==> config.mk <==
export PLATFORM = sky130hd
export DESIGN_NAME = sevenseg_scan_ctrl
export DESIGN_NICKNAME = d
export VERILOG_FILES = /design/src/rtl/sevenseg_scan_ctrl.sv
export SDC_FILE = /design/constraint.sdc
export NUM_CORES = 1
export LEC_CHECK = 0
export ABC_AREA = 1
export BUFFER_PORTS_ARGS = -buffer_cell sky130_fd_sc_hd__buf_2
export CAP_MARGIN = 20
export CORE_ASPECT_RATIO = 2
export CORE_UTILIZATION = 26
export CTS_CLUSTER_DIAMETER = 150
export DETAILED_ROUTE_END_ITERATION = 10
export PLACE_DENSITY_LB_ADDON = 0.15
export SLEW_MARGIN = 15
export SYNTH_ARGS = -nofsm -noshare
export SYNTH_HDL_FRONTEND = slang
export SYNTH_SLANG_ARGS = --single-unit
==> constraint.sdc <==
create_clock -name clk -period 5.65 [get_ports clk]
set_clock_uncertainty 0.15 [all_clocks]
set_input_delay 0.8475 -clock clk [delete_from_list [all_inputs] [get_ports clk]]
set_output_delay 0.8475 -clock clk [all_outputs]
set_load 0.01 [all_outputs]
==> src/rtl/sevenseg_scan_ctrl.sv <==
// sevenseg_scan_ctrl: 4-digit common-anode seven-segment scanner with
// double-buffered hex display, blanking, leading-zero suppression and PWM dimming.
module sevenseg_scan_ctrl #(
    parameter int PRESCALE_W = 17
) (
    input  logic        clk,
    input  logic        reset,
    input  logic [15:0] value,
    input  logic [3:0]  dp_in,
    input  logic [3:0]  blank_in,
    input  logic        load,
    input  logic        lzs,
    input  logic [2:0]  bright,
    output logic        pending,
    output logic [3:0]  AN,
    output logic [6:0]  seg,
    output logic        dp
);
    localparam logic [6:0] HEX [16] = '{
        7'h40, 7'h79, 7'h24, 7'h30, 7'h19, 7'h12, 7'h02, 7'h78,
        7'h00, 7'h10, 7'h08, 7'h03, 7'h46, 7'h21, 7'h06, 7'h0E
    };

    logic [PRESCALE_W-1:0] cnt_q;
    logic [1:0]            dig_q;
    logic [15:0]           stg_val_q, disp_val_q;
    logic [3:0]            stg_dp_q, stg_blank_q, disp_dp_q, disp_blank_q;
    logic                  pending_q;
    logic [3:0]            an_q, an_d;
    logic [6:0]            seg_q, seg_d;
    logic                  dp_q, dp_d;
    logic                  tick, frame_end, sup, on;

    // A suppressed digit keeps its anode only to show a lit decimal point.
    always_comb begin
        tick      = &cnt_q;
        frame_end = tick && dig_q == 2'd3;
        sup       = lzs && dig_q != 2'd0 && (disp_val_q >> {dig_q, 2'b00}) == 16'd0;
        on        = !disp_blank_q[dig_q] && cnt_q != '0
                    && cnt_q[PRESCALE_W-1 -: 3] <= bright
                    && (!sup || disp_dp_q[dig_q]);
        an_d      = on ? ~(4'b0001 << dig_q) : 4'b1111;
        seg_d     = (on && !sup) ? HEX[disp_val_q[{dig_q, 2'b00} +: 4]] : 7'h7F;
        dp_d      = !(on && disp_dp_q[dig_q]);
    end

    always_ff @(posedge clk or posedge reset) begin
        if (reset) begin
            cnt_q        <= '0;
            dig_q        <= '0;
            stg_val_q    <= '0;
            stg_dp_q     <= '0;
            stg_blank_q  <= '0;
            disp_val_q   <= '0;
            disp_dp_q    <= '0;
            disp_blank_q <= '0;
            pending_q    <= 1'b0;
            an_q         <= 4'b1111;
            seg_q        <= 7'h7F;
            dp_q         <= 1'b1;
        end else begin
            cnt_q <= cnt_q + 1'b1;
            if (tick)
                dig_q <= dig_q + 2'd1;
            if (load && frame_end) begin
                disp_val_q   <= value;
                disp_dp_q    <= dp_in;
                disp_blank_q <= blank_in;
                pending_q    <= 1'b0;
            end else if (load) begin
                stg_val_q   <= value;
                stg_dp_q    <= dp_in;
                stg_blank_q <= blank_in;
                pending_q   <= 1'b1;
            end else if (frame_end && pending_q) begin
                disp_val_q   <= stg_val_q;
                disp_dp_q    <= stg_dp_q;
                disp_blank_q <= stg_blank_q;
                pending_q    <= 1'b0;
            end
            an_q  <= an_d;
            seg_q <= seg_d;
            dp_q  <= dp_d;
        end
    end

    assign pending = pending_q;
    assign AN      = an_q;
    assign seg     = seg_q;
    assign dp      = dp_q;
endmodule

==> results of run 1 <==
cell type report:
cell class                 instances  area, µm²  share of cell area [%]
multi-input combinational        310       1780                    36.7
timing repair buffer              46        241                    4.98
sequential                        80       2020                    41.6
clock buffer                      12        267                    5.50
tap                              201        251                    5.19
clock inverter                     4       27.5                   0.568
inverter                          69        263                    5.42
state kept, by name, indices dropped and copies added, names as in the netlist:
register	count
cnt_q	17
disp_val_q	16
stg_val_q	16
seg	7
AN	4
disp_blank_q	4
disp_dp_q	4
stg_blank_q	4
stg_dp_q	4
dig_q	2
dp	1
pending	1
where the power goes:
| part | leakage (nW) | internal (W) | switching, W |
|---|---|---|---|
| registers | 0.956 | 0.000602 | 0.0000106 |
| logic | 1.32 | 0.0000375 | 0.0000647 |
| clock network | 0.149 | 0.000334 | 0.000234 |
metrics by stage:
stage / utilization, % / setup slack, ns / hold WS, ns
after floorplan: - / 2.62 / 0.303
after global placement: 29.0 / 2.79 / 0.316
after detailed placement: 29.0 / 2.68 / 0.324
after CTS: 30.9 / 2.66 / 0.340
after global routing: 30.9 / 2.33 / 0.354
final: 30.9 / 2.71 / 0.334
synthesized netlist by cell type, types with 3 or more instances:
cell type    n
nand2_2     11
xnor2_1      3
clkbuf_1     5
nand2_1    101
inv_1       62
o21ai_2      3
nand4_1      7
dfstp_2     12
nor2_1      31
nand3_1     17
a21oi_1     20
o21ai_0     36
inv_2        6
xor2_1       8
buf_2        7
o211ai_1    13
mux2_2       6
nand2_4      6
dfrtp_1     68
nand3_2      6
ha_1        16
o21ai_1     15
buf_6        3
path summary, 6_finish.rpt:
kind | startpoint | to | slack, ns
setup / recovery | cnt_q[0] | disp_dp_q[3] | 2.71
hold / removal | stg_val_q[12] | stg_val_q[12] | 0.33
setup reg to reg | cnt_q[0] | disp_dp_q[3] | 2.71
hold reg to reg | stg_val_q[12] | stg_val_q[12] | 0.33
max in group asynchronous | reset | disp_val_q[6] | 4.29
min in group asynchronous | reset | cnt_q[0] | 0.54
logic make-up after synthesis:
logic type / count (synthesis)
buffers and inverters: 85
DFF: 80
xor gates and xnor gates: 11
AOI/OAI and AO/OA: 89
muxes: 6
and+or+nand+nor: 188
adders and majority gates: 16
layer usage:
metal,up-vias,wire length [µm],share of wire (%),GRT usage (%)
met1,1451,3770,42,13.0
met5,-,0,0,0
met4,0,283,3.2,6.41
met2,46,4650,52,20.6
li1,1596,-,-,-
met3,14,261,2.9,2.78
critical path, stage by stage, from the launching register on:
cell     delay [ns]
dfrtp_1        0.38
ha_1           0.23
nand4_2        0.18
nor3_4         0.24
nand2_1        0.10
nor3_1         0.15
ha_1           0.25
nand2_1        0.13
inv_1          0.11
nand2_2        0.35
nand2_1        0.16
o21ai_0        0.10
mux2_2         0.29
==> results.tsv, run 1 <==
metric	value	unit
yosys.area_share.xor_xnor	2.32	%
antenna_cells	0	
antenna_found_initial	0	
synth-main-ff-cell	dfrtp_1	
die-area	16500	µm²
grt_pass1_vias	3177	
synth_edf_count	0	
grt_overflow	0	
setup_tns	0	ns
routed_wl	8960	µm
cts-root-buf	clkbuf_16	
cts_tree	done	
initial_core_util	26.5	%
reg2reg_depth	12	
cts_resized	0	
drc	0	
syn_nets	522	
status	completed	
synth_compound_area_share	12.0	%
clock_latency	0.34	ns
grt_pass1_wl	15200	µm
end_kind	register	
drive_gt1_share	23.4	%
cts_buffer_depth	2	
synthDistinctLibCells	35	
synth_top_family_by_area	simple AND/OR/NAND/NOR gates	
drtPass1Iterations	5	
ys_top_cells_by_area	dfrtp_1 41%, nand2_1 9.1%, dfstp_2 7.6%	
port_buffers	43	
syn2layout_area_growth	16.7	%
final_area	4850	µm²
hpwl	6630	µm
cp.arrival	3.01	ns
fmaxAchievable	341	MHz
setup_viol	0	
grt_max_degree	81	
power_density	265	nW/µm²
cts_hold_buf	0	
crit_fanout	36	
wire_per_inst	12.4	µm
maxSlewViolCount	0	
path_clk_slew	0.06	ns
synthCells	475	
hp-class	register to register	
die_y	181	µm
syn-cell-area	4150	µm²
num_vias	3107	
final_antenna_net_count	0	
viasPerCell	4.30	
final_common_cell	nand2_1	
avgSynthCellArea	8.75	µm²
row_count	65	
critPathKind	register to register	
synth-simple-area-share	22.0	%
final_cell_mix	101 x nand2_1, 68 x dfrtp_1, 61 x inv_1	
nets	563	
ctsHtreeMaxLevel	3	
ys_seq_area_share	48.6	%
drv_cap	0	
numPlacedInstances	706	
place.gp.congestion	0.764	
die_x	91.4	µm
cts_sinks	80	
n_fill_cell	1661	
min_delay_path_depth	2	
rsz0062_at_grt	false	
numCtsBuffers	9	
core_area	15700	µm²
finalWorstPathRequiredPeriod	2.94	ns
synth_warnings	0	
finalNonFillerCells	722	
ys_seq_elements	80	
synthMuxAreaShare	1.63	%
period_share	51.9	%
io-pin-count	44	
synth_top_area_share	41.0	%
drtIter0Drc	96	
place_area	4550	µm²
peakVddDrop	99.7	µV
postCtsSetupRepairBufs	0	
relSlewSlack	50.7	%
synth_adder_area_share	4.82	%
leakage	2.43	nW
synth_top_area_cell	dfrtp_1	
hold_viol	0	
synthArstFlopShare	100	%
grt.total_usage	11.8	%
worstPathRequired	5.72	ns
worst_pin_slew	0.740	ns
crit_path_start_kind	register	
finalPower	0.00128	W
Power figures use the tool's default switching activity.
==> inputs of run 2 (changes only) <==
- ABC_AREA: 1 -> 0
- clock period: 5.65 -> 2.52 ns (I/O delays scaled with it)
==> run 2 against run 1 <==
The run now ends with hold timing left. Sequential share of layout area decreased by 0.32 points. Final cell count decreased by 15%. Largest power group is now clock. Clock-buffer cell count decreased by 1. Routed wire length increased by 12%. Cell area increased by 0.77%. Maximum frequency increased by 23%. First-iteration DRC count increased by 42%. Largest cell class unchanged. Power increased by 140%. Worst setup slack got worse by 2.6 ns. Clock power increased to 2.7 times the previous value.
==> results.tsv, run 2 <==
metric	value	unit	change
synth_warnings	0		unchanged
final_cell_mix	68 x dfrtp_1, 43 x buf_2, 39 x o22ai_1		
syn_nets	398		-24%
syn2layout_area_growth	24.6	%	
worst_pin_slew	0.697	ns	-0.0431 ns
hold_viol	5		+5
port_buffers	43		unchanged
peakVddDrop	344	µV	+250%
reg2reg_depth	9		-3
numPlacedInstances	597		-15%
cts_buffer_depth	2		unchanged
cpLargestDelayFamily	simple AND/OR/NAND/NOR gates		
rsz0062_at_grt	true		
row_count	63		-3.1%
grt_pass1_vias	3146		-0.98%
die_x	88.8	µm	-2.8%
drtIter0Drc	136		+42%
path_clk_slew	0.06	ns	about the same
leakage	2.13	nW	-12%
yosys-top-cells-count	68 x dfrtp_1, 39 x o22ai_1, 27 x mux2_2, 26 x nand2_1, 24 x a21oi_1		
antenna_found_initial	0		unchanged
finalWorstPathRequiredPeriod	2.38	ns	-0.557 ns
max_stage_delay	0.40	ns	+0.02 ns
synth_top_area_share	43.4	%	+2.4 points
numCtsBuffers	9		unchanged
critPathKind	register to register		
grt_overflow	0		unchanged
cts-root-buf	clkbuf_16		
setup_viol	0		unchanged
use_met1	16.3	%	+3.2 points
p_comb_share	5.2	%	-2.8 points
synth-main-ff-cell	dfrtp_1		
synth_top_area_cell	dfrtp_1		
ctsHtreeMaxLevel	3		unchanged
relSlewSlack	53.4	%	+2.8 points
holdWs	-0.00211	ns	-0.337 ns
worstPathRequired	2.59	ns	-3.13 ns
p_clk_share	49.9	%	+5.6 points
avgSynthCellArea	11.2	µm²	+28%
drc	0		unchanged
drtPass1Iterations	4		-1
die_y	176	µm	-2.8%
nets	460		-18%
power_density	620	nW/µm²	+130%
synth_edf_count	0		unchanged
cp_num_buf_inv	1		unchanged
final_common_cell	dfrtp_1		
ys_seq_area_share	51.5	%	+2.9 points
initial_core_util	26.6	%	+0.13 points
fmaxAchievable	420	MHz	+23%
die-area	15600	µm²	-5.5%
grtUsageMet3	2.44	%	-0.33 points
routed_wl	10000	µm	+12%
crit_path_start_kind	register		
crit_fanout	9		-75%
maxSlewViolCount	0		unchanged
core_area	14700	µm²	-6.1%
hp-class	input pin to asynchronous set/reset pin		
seq_power_share	44.9	%	-2.9 points
end_kind	register		
crit_path_cell_trace	and4_1, and3_1, nand3_1, nor2_1, ha_1, and2_2, nor2_4, buf_6, mux2_2		
ys_seq_elements	80		unchanged
internal_power	0.00241	W	+150%
grt-busiest-layer	met2		
violations	hold timing		
drive_gt1_share	32.1	%	+8.6 points
grt_pass1_wl	16600	µm	+8.8%
finalNonFillerCells	613		-15%
reg.largest.list	cnt_q: 17 flops, disp_val_q: 16 flops, stg_val_q: 16 flops		
viasPerCell	4.84		+13%
num_vias	2969		-4.4%
synth_most_common_cell	dfrtp_1		
crit_slowest_cell	dfrtp_1		
synthCells	351		-26%
synthArstFlopShare	100	%	unchanged
grt_max_degree	36		-56%
cts_hold_buf	0		unchanged
cts_tree	done		
clock_latency	0.33	ns	about the same
drv_cap	0		unchanged
cts_sinks	80		unchanged
status	complete, but fails checks		
io-pin-count	44		unchanged
fin_util	33.1	%	+2.3 points
grt.total_usage	14.2	%	+2.4 points
crit_cells	9		-3
hpwl	7530	µm	+14%
top_register	cnt_q		
largest_register_ffs	17		unchanged
place.gp.congestion	0.753		-1.4%
period_share	94.4	%	+42 points
ys_top_cells_by_area	dfrtp_1 43%, dfstp_2 8.0%, mux2_2 7.8%		
switchingPower	0.000620	W	+100%
antenna_cells	0		unchanged
use_met2	24.8	%	+4.2 points
sw_frac_of_total	20.5	%	-3.6 points
cp.arrival	2.45	ns	-0.56 ns
syn-cell-area	3920	µm²	-5.6%
final_antenna_net_count	0		unchanged
synthDistinctLibCells	44		+26%
wire_per_inst	16.4	µm	+32%
[run 2: path summary, 6_finish.rpt]
| check | end | from | slack [ns] |
|---|---|---|---|
| worst max register to register | stg_blank_q[2] | cnt_q[10] | 0.14 |
| worst min-delay path | cnt_q[7] | reset | -0.002 |
| max in group asynchronous | stg_blank_q[3] | reset | 1.58 |
| worst min register to register | cnt_q[0] | cnt_q[0] | 0.34 |
| worst max-delay path | stg_blank_q[2] | cnt_q[10] | 0.14 |
| min in group clk | stg_val_q[7] | value[7] | 0.14 |
[run 2: logic make-up after synthesis]
logic type | synth area share (%)
flip-flops | 51.5
buffers and inverters | 3.61
AND/OR/NAND/NOR | 10.1
AO/OA/AOI/OAI | 15.2
adder cells (fa/ha/maj) | 5.11
XOR/XNOR | 3.35
multiplexers | 11.2
[run 2: area by class of cell]
cell class	instances	area (µm²)
fillers	1524	9860
clock buffers	11	243
flip-flops and latches	80	2020
well taps	195	244
multi-input cells	237	1770
inverters	16	63.8
repair buffers	69	443
clock inverters	5	104
[run 2: power by group through the flow]
stage	logic (W)	clock network [W]	registers, W
after floorplan	0.0000903	0	0.00138
after global placement	0.000158	0	0.00138
after detailed placement	0.000162	0	0.00138
after CTS	0.000163	0.00156	0.00136
after global routing	0.000178	0.00161	0.00136
final	0.000158	0.00151	0.00136
[run 2: repair_timing]
action                                  in CTS  in global routing
gates resized for setup                      0                  4
endpoints found under the setup margin       0                 34
buffers inserted                             0                  0
[run 2: metrics by stage]
step | setup slack, ns | power (W) | setup TNS, ns | hold slack (ns) | area [µm²]
after floorplan | -0.0404 | 0.00147 | -0.808 | 0.307 | 3930
after global placement | 0.118 | 0.00154 | 0 | 0.326 | 4520
after detailed placement | 0.0588 | 0.00154 | 0 | 0.332 | 4520
after CTS | 0.0483 | 0.00308 | 0 | 0.0192 | 4870
after global routing | -0.00336 | 0.00315 | -0.00336 | 0.0698 | 4880
final | 0.141 | 0.00303 | 0 | -0.00211 | 4880
[run 2: worst register-to-register path: stages, from the launching register on]
cell     delay [ns]
dfrtp_1        0.40
and4_1         0.24
and3_1         0.21
nand3_1        0.12
nor2_1         0.06
ha_1           0.20
and2_2         0.23
nor2_4         0.13
buf_6          0.16
mux2_2         0.35
[run 2: metal layers]
metal,share of wire (%),vias to the layer above
met4,3.4,0
li1,-,1426
met5,0,-
met1,40,1473
met3,2.3,18
met2,55,52
==> inputs of run 3 (changes only) <==
- CTS_CLUSTER_DIAMETER: 150 -> 40
- GPL_TIMING_DRIVEN: not set -> 0
==> run 3 against run 2 <==
The flow still finishes with violations (hold timing). Worst setup slack got worse by 0.052 ns. Sequential power about the same. Power decreased by 5.5%. Maximum frequency decreased by 2.2%.
==> results.tsv, run 3 (synthesis gave the netlist of run 2 again) <==
metric	value	unit	change
status	complete, but fails checks		
violations	hold timing		
path_clk_slew	0.07	ns	about the same
worstPathRequired	2.60	ns	about the same
r2r_slack	0.09	ns	-0.05 ns
maxSlewViolCount	0		unchanged
die_y	176	µm	unchanged
antenna_cells	0		unchanged
setup_viol	0		unchanged
viasPerCell	4.88		+0.86%
crit_start	cnt_q[8]		
drc	0		unchanged
cts_buffer_depth	2		unchanged
numCtsBuffers	9		unchanged
initial_core_util	26.6	%	unchanged
drtPass1Iterations	4		unchanged
ctsHtreeMaxLevel	3		unchanged
die_x	88.8	µm	unchanged
final_cell_mix	66 x dfrtp_1, 43 x buf_2, 39 x o22ai_1		
drive_gt1_share	37.4	%	+5.3 points
final_common_cell	dfrtp_1		
leakage	2.21	nW	+3.9%
core_area	14700	µm²	unchanged
grt_overflow	0		unchanged
grt_pass1_wl	17200	µm	+3.6%
grt_pass1_vias	3205		+1.9%
holdWs	-0.00966	ns	-0.00755 ns
cts_hold_buf	0		unchanged
cts-root-buf	clkbuf_16		
cts_sinks	80		unchanged
largest_register_ffs	17		unchanged
relSlewSlack	53.0	%	-0.39 points
crit_path_start_kind	register		
grt_max_degree	31		-14%
final_antenna_net_count	0		unchanged
die-area	15600	µm²	unchanged
io-pin-count	44		unchanged
wire_per_inst	17.2	µm	+5.3%
port_buffers	43		unchanged
top_register	cnt_q		
period_share	96.5	%	+2.1 points
end_kind	register		
critPathKind	register to register		
clock_latency	0.34	ns	about the same
antenna_found_initial	0		unchanged
peakVddDrop	267	µV	-22%
worst_pin_slew	0.703	ns	+0.00577 ns
rr_startpoint	cnt_q[8]		
nets	481		+4.6%
finalWorstPathRequiredPeriod	2.43	ns	+0.0523 ns
num_vias	3097		+4.3%
finalNonFillerCells	634		+3.4%
grt.total_usage	14.6	%	+0.38 points
power_density	557	nW/µm²	-10%
row_count	63		unchanged
setup_tns	0	ns	unchanged
hp-class	input pin to asynchronous set/reset pin		
cts_tree	done		
fmaxAchievable	411	MHz	-2.2%
hold_viol	19		+14
hpwl	7540	µm	+0.19%
cp.arrival	2.51	ns	+0.06 ns
reg.largest.list	cnt_q: 17 flops, disp_val_q: 16 flops, stg_val_q: 16 flops		
finalPower	0.00286	W	-5.5%
syn2layout_area_growth	31.0	%	
routed_wl	10900	µm	+9.0%
drtIter0Drc	177		+30%
numPlacedInstances	591		-1.0%
crit_fanout	6		-3
place.gp.congestion	0.756		+0.29%
drv_cap	0		unchanged
==> run 3: cell count changes in the layout (fill, tap and decap cells not counted), sizes merged <==
| cell | change |
|---|---|
| buf | +7 |
| bufinv | -2 |
| clkbuf | +13 |
| clkinvlp | +2 |
| inv | +1 |
==> run 3: path summary, 6_finish.rpt <==
path,endpoint,cells after the start
min,cnt_q[7],2
max reg2reg,stg_dp_q[2],11
max in group asynchronous,AN[1],3
min in group clk,stg_blank_q[0],2
max,stg_dp_q[2],11
min reg2reg,stg_val_q[8],1
==> run 3: final cells by class <==
| class | count | area [µm²] |
|---|---|---|
| buffer | 17 | 123 |
| clock buffer | 10 | 229 |
| clock inverter | 6 | 67.6 |
| fill | 1514 | 9610 |
| inverter | 16 | 63.8 |
| multi-input combinational | 237 | 1860 |
| sequential | 80 | 2020 |
| tap | 195 | 244 |
| timing repair buffer | 73 | 531 |
==> run 3: metal layers <==
metal | vias to the layer above | routed length [µm] | global-route usage (%)
met5 | - | 0 | 0
met4 | 0 | 352 | 7.53
met3 | 22 | 324 | 2.40
met2 | 66 | 6190 | 25.8
met1 | 1543 | 4060 | 16.3
li1 | 1466 | - | -
==> run 3: what timing repair did <==
item	4_1_cts	5_1_grt
endpoints found under the setup margin	59	54
cloned	0	3
setup buffers	2	23
pin swaps	1	4
gates resized for setup	28	15
==> run 3: report_power, final <==
part	internal [W]	total [W]	leakage, nW	switching (W)
Clock	0.000771	0.00132	0.139	0.000551
Combinational	0.0000900	0.000180	1.08	0.0000898
Sequential	0.00133	0.00136	0.995	0.0000241
==> run 3: stage by stage <==
step	worst slack [ns]	utilization (%)	cell area [µm²]
2_1_floorplan	-0.0404	-	3930
3_3_place_gp	-0.587	29.8	4390
3_5_place_dp	-0.584	30.0	4430
4_1_cts	0.00987	32.6	4800
5_1_grt	-0.0107	34.8	5130
6_report	0.0891	34.8	5130
==> run 3: worst max-delay path, cell delays in order, from the launching register on <==
cell	delay (ns)
dfrtp_1	0.42
and4_4	0.26
and3_4	0.21
nand3_4	0.08
nor2_2	0.13
ha_4	0.16
and2_4	0.18
buf_4	0.13
nor2_4	0.03
buf_12	0.14
buf_4	0.16
mux2_2	0.27
